[config.mk]
export PLATFORM = sky130hd
export DESIGN_NAME = hamming_row_decoder_60bit
export DESIGN_NICKNAME = d
export VERILOG_FILES = /design/src/rtl/hamming_row_decoder_60bit.sv
export SDC_FILE = /design/constraint.sdc
export NUM_CORES = 1
export LEC_CHECK = 0
export ABC_AREA = 1
export BUFFER_PORTS_ARGS = -buffer_cell sky130_fd_sc_hd__buf_2
export CORE_MARGIN = 5
export CORE_UTILIZATION = 50
export CTS_BUF_LIST = sky130_fd_sc_hd__clkbuf_4
export DETAILED_ROUTE_END_ITERATION = 8
export GPL_TIMING_DRIVEN = 0
export HOLD_SLACK_MARGIN = 0.12
export MAX_ROUTING_LAYER = met4
export PLACE_DENSITY = 0.74
export SYNTH_ARGS = -nofsm -noshare
export SYNTH_HDL_FRONTEND = slang
export SYNTH_SLANG_ARGS = --single-unit
[constraint.sdc]
create_clock -name clk -period 2.75 [get_ports clk]
set_input_delay 0.4125 -clock clk [delete_from_list [all_inputs] [get_ports clk]]
set_output_delay 0.4125 -clock clk [all_outputs]
set_load 0.02 [all_outputs]
[src/rtl/hamming_row_decoder_60bit.sv]
// Hamming(15,11) row decoder: 4 rows per 60-bit frame, one row per clock.
// Optional corrected-row counter: HAMMING_ROW_DECODER_ERR_COUNT_EN.
module hamming_row_decoder_60bit #(
  parameter int CNT_W = 16
) (
  input  logic        clk,
  input  logic        rst,
  input  logic        in_valid,
  output logic        in_ready,
  input  logic [59:0] in_frame,
  output logic        out_valid,
  input  logic        out_ready,
  output logic [43:0] out_data,
  output logic [3:0]  out_err,
  output logic [15:0] out_syndrome
`ifdef HAMMING_ROW_DECODER_ERR_COUNT_EN
  ,
  output logic [CNT_W-1:0] err_count,
  input  logic             err_count_clr
`endif
);

  localparam logic [1:0] IDLE   = 2'd0;
  localparam logic [1:0] DECODE = 2'd1;
  localparam logic [1:0] DONE   = 2'd2;

  logic [1:0]  state_q, state_d;
  logic [1:0]  row_q, row_d;
  logic [59:0] frame_q, frame_d;
  logic [43:0] data_q, data_d;
  logic [3:0]  err_q, err_d;
  logic [15:0] syn_q, syn_d;

  logic [14:0] cw;
  logic [3:0]  syn;
  logic [14:0] flip;
  logic [14:0] fixed;
  logic [10:0] row_data;

  // Single-row syndrome, correction and data extraction.
  always_comb begin
    cw       = frame_q[15*row_q +: 15];
    syn[0]   = ^(cw & 15'h5555);
    syn[1]   = ^(cw & 15'h6666);
    syn[2]   = ^(cw & 15'h7878);
    syn[3]   = ^(cw & 15'h7F80);
    flip     = '0;
    if (syn != 4'd0) flip = 15'd1 << (syn - 4'd1);
    fixed    = cw ^ flip;
    row_data = {fixed[14:8], fixed[6:4], fixed[2]};
  end

  // Frame FSM: accept, decode four rows, hold until consumed.
  always_comb begin
    state_d = state_q;
    row_d   = row_q;
    frame_d = frame_q;
    data_d  = data_q;
    err_d   = err_q;
    syn_d   = syn_q;
    case (state_q)
      IDLE: begin
        if (in_valid) begin
          frame_d = in_frame;
          row_d   = 2'd0;
          state_d = DECODE;
        end
      end
      DECODE: begin
        data_d[11*row_q +: 11] = row_data;
        err_d[row_q]           = (syn != 4'd0);
        syn_d[4*row_q +: 4]    = syn;
        row_d                  = row_q + 2'd1;
        if (row_q == 2'd3) state_d = DONE;
      end
      DONE: begin
        if (out_ready) state_d = IDLE;
      end
      default: state_d = IDLE;
    endcase
  end

  // State and output registers.
  always_ff @(posedge clk) begin
    if (rst) begin
      state_q <= IDLE;
      row_q   <= 2'd0;
      frame_q <= '0;
      data_q  <= '0;
      err_q   <= '0;
      syn_q   <= '0;
    end else begin
      state_q <= state_d;
      row_q   <= row_d;
      frame_q <= frame_d;
      data_q  <= data_d;
      err_q   <= err_d;
      syn_q   <= syn_d;
    end
  end

  assign in_ready     = (state_q == IDLE);
  assign out_valid    = (state_q == DONE);
  assign out_data     = data_q;
  assign out_err      = err_q;
  assign out_syndrome = syn_q;

`ifdef HAMMING_ROW_DECODER_ERR_COUNT_EN
  logic [CNT_W-1:0] cnt_q, cnt_d;

  // Saturating count of corrected rows; clear beats increment.
  always_comb begin
    cnt_d = cnt_q;
    if (err_count_clr) begin
      cnt_d = '0;
    end else if (state_q == DECODE && syn != 4'd0 && cnt_q != '1) begin
      cnt_d = cnt_q + 1'b1;
    end
  end

  // Counter register.
  always_ff @(posedge clk) begin
    if (rst) cnt_q <= '0;
    else     cnt_q <= cnt_d;
  end

  assign err_count = cnt_q;
`endif

endmodule

==> flow_summary_export.csv <==
group,metric,value,unit
global_routing,grt_max_degree,17,
die,rows,40,
synth,netlist_top_cells_count,"450 x nand2_1, 128 x dfxtp_1, 125 x a21oi_1",
min_path,hold_start,"rst",
critical_path,start_kind,"flop",
status,run_status,"finished with violations",
route,drcViolationCount,0,
placement,placed_cells,1219,
power_and_ir_drop,pwr-share-seq,40.4,%
sta,final-setup-viol-count,21,
status,violations,"setup timing",
placement,place_congestion,0.958,
flow_run,max_cap_viol_count,0,
global_routing,grt_pass1_wl,32.6,mm
power_and_ir_drop,pwr-share-comb,31.5,%
placement,io_buffers,128,
sta,fin_crit,2860,ps
final_layout,fin_cells,1337,
power_and_ir_drop,swShare,35.9,%
route,post_drt_via_cell_ratio,5.38,
sta,fin_tns_setup,-569,ps
clock_network,cts_tree,"yes",
synth,synth_most_common_cell,"nand2_1",
synth,ys.flop_type,"dfxtp_1",
sta,whs,402,ps
synth,synth_edf_count,0,
power_and_ir_drop,peakVddDrop,0.321,mV
clock_network,h-tree-depth,4,
final_layout,layout-drive-gt1-share,23.1,%
global_routing,antenna_found_initial,1,
final_layout,fin_nets,1248,
synth,synth_cell_types,26,
clock_network,cts.clk_slew.worst_paths,110,ps
route,wire_per_inst,15.9,um
critical_path,cp_data_arrival_time,3360,ps
route,dr.pass1.iters,9,
critical_path,r2r-start,"row_q[0]",
route,ant_nets,0,
die,die_w,121,um
sta,layout_setup_ws,-110,ps
placement,hpwl,14.2,mm
sta,timing.final.crit_share,104,%
global_routing,grt-ovfl-total,0,
clock_network,clockBufferDepth,2,
min_path,hp-class,"in -> reg",
sta,fmax,0.350,GHz
synth,synth_warnings,0,
sta,worst_pin_slew,727,ps
min_path,hold-path-endpoint,"frame_q[59]",
synth,syn_avg_cell_area,6.51,sq um
die,die_h,121,um
power_and_ir_drop,clockPowerShare,28.1,%
clock_network,clk-insertion-delay-late,580,ps
route,wl,21.2,mm
critical_path,crit_type,"reg -> reg",
sta,hold_viol,0,
critical_path,reg2reg_to,"out_data[16]",
power_and_ir_drop,total_leakage_power,3.80,nW
synth,synthesis.area,6150,sq um
final_layout,fillers,1049,
clock_network,cts_root_buffer,"clkbuf_4",
final_layout,area_growth,37.2,%
power_and_ir_drop,power_density,581,nW/um^2
min_path,hold_depth,2,
sta,slew_headroom,51.5,%
critical_path,critical_path_required,3250,ps
synth,ys_async_sr_fraction,0,%
critical_path,r2r_cells,21,
critical_path,end_kind,"flop",
route,num_vias,7197,
synth,seq_area_frac_synth,41.7,%
power_and_ir_drop,p_sw,1.76,mW
sta,rsz0062_at_grt,"true",
die,io-pin-count,130,
clock_network,cts_made_buffers,17,
die,initial_core_util,51.2,%
synth,synth-seq-cells,128,
global_routing,grt_pass1_vias,6502,
critical_path,worstPathMaxFanout,10,
route,drtIter0Drc,852,
die,die_area,14600,sq um
sta,finalMaxSlewViolations,0,
global_routing,track_usage,29.3,%
synth,yosys.area.top_type,"dfxtp_1",
clock_network,clock_sinks,128,
synth,yosys-top-cells-area,"dfxtp_1 42%, nand2_1 27%, a21oi_1 10%, nand3_1 5.9%, clkbuf_1 2.5%",
synth,netlist_instances,944,
sta,finClkSkew,14.8,ps
power_and_ir_drop,intPower,3.14,mW
critical_path,rrSetupSlack,-110,ps
die,core_area,12000,sq um
synth,synth_top_area_share,41.7,%
synth,synth_nets,1017,
## critical path: stages, from the launching register on
cell and delay, ps:
dfxtp_4 480, buf_6 190, buf_6 190, nand2_1 80
nand3_1 120, nand2_2 120, inv_2 110, nand2_1 50
nand2_1 50, nand2_1 50, nand2_1 70, inv_1 40
nand3_1 70, nand2_2 110, buf_4 200, nor2_2 100
nand2_2 100, nand2_1 90, nand3_1 110, nand2_4 130
nand4_1 140, a21oi_2 190
## timing repair
action,4_1_cts,5_1_grt
pin swaps,14,3
cloned,2,1
hold endpoints to repair,61,0
setup buffers,9,11
gates resized for setup,67,29
hold buffers,61,0
setup endpoints to repair,44,44
## registers in the layout, summed over array words and instances (netlist names)
name	flops
out_data	44
row_q	2
state_q	2
frame_q	60
out_err	4
out_syndrome	16
## placed cells by master (no fill, tap or decap), types with 4 or more instances in the layout
master	instances
nand2_1	418
buf_2	128
dfxtp_1	126
a21oi_1	120
nand3_1	61
dlygate4sd3_1	61
clkbuf_1	41
nand2_2	34
inv_1	27
nand4_1	23
buf_4	21
clkbuf_4	20
nor2_1	12
nand3_2	12
nand2_4	8
ha_1	8
buf_6	7
inv_2	6
buf_8	5
a21oi_2	5
nor2_4	4
o21ai_0	4
a211oi_1	4
## worst max-delay path by stage
stage,startpoint,end,slack [ps]
floorplan,row_q[0],out_data[21],230
global placement,row_q[0],out_data[14],-420
detailed placement,row_q[0],out_data[14],-460
CTS,row_q[0],out_data[14],3
global route,row_q[0],out_data[19],-250
finish,row_q[0],out_data[16],-110
## power groups by stage
stage	clock, mW	sequential (mW)	combinational, mW
after floorplan	0	2.02	0.786
after CTS	1.37	1.98	1.37
after detailed placement	0	2.02	1.12
final	1.38	1.98	1.54
after global routing	1.46	1.99	1.67
after global placement	0	2.02	1.11
## kinds of logic (layout without fill, tap and decap cells)
| group | Yosys count | after routing | share of synthesized area (%) |
|---|---|---|---|
| other cells | 0 | 2 | 0 |
| buf+inv | 92 | 336 | 6.41 |
| compound gates | 133 | 133 | 11.0 |
| fa+ha+maj | 9 | 9 | 1.83 |
| simple gates | 582 | 582 | 39.1 |
| flops | 128 | 128 | 41.7 |
## per-layer routing
metal	share of wire, %	global-route usage (%)	up-vias
met3	9.0	7.65	56
met5	0	-	-
met1	42	37.3	3269
met2	47	45.7	354
met4	2.8	9.49	0
li1	-	-	3518
## cell type report
class	count	area, sq um	area share (%)
plain buffers	55	319	3.78
diodes	2	5.00	0.0594
repair buffers	212	1470	17.5
inverters	37	158	1.87
clock inverters	12	141	1.68
clock buffers	20	150	1.78
multi-input cells	724	3430	40.7
well taps	147	184	2.18
flip-flops and latches	128	2570	30.5
## per-stage QoR
stage	utilization [%]	total power, mW	instance area (sq um)	setup slack (ps)
floorplan	-	2.81	6150	234
global placement	58.0	3.12	6970	-425
detailed placement	58.0	3.14	6970	-460
CTS	68.3	4.72	8200	3.11
global route	70.2	5.12	8430	-250
finish	70.2	4.90	8430	-110
No activity file was read; power rests on OpenSTA's default activity.
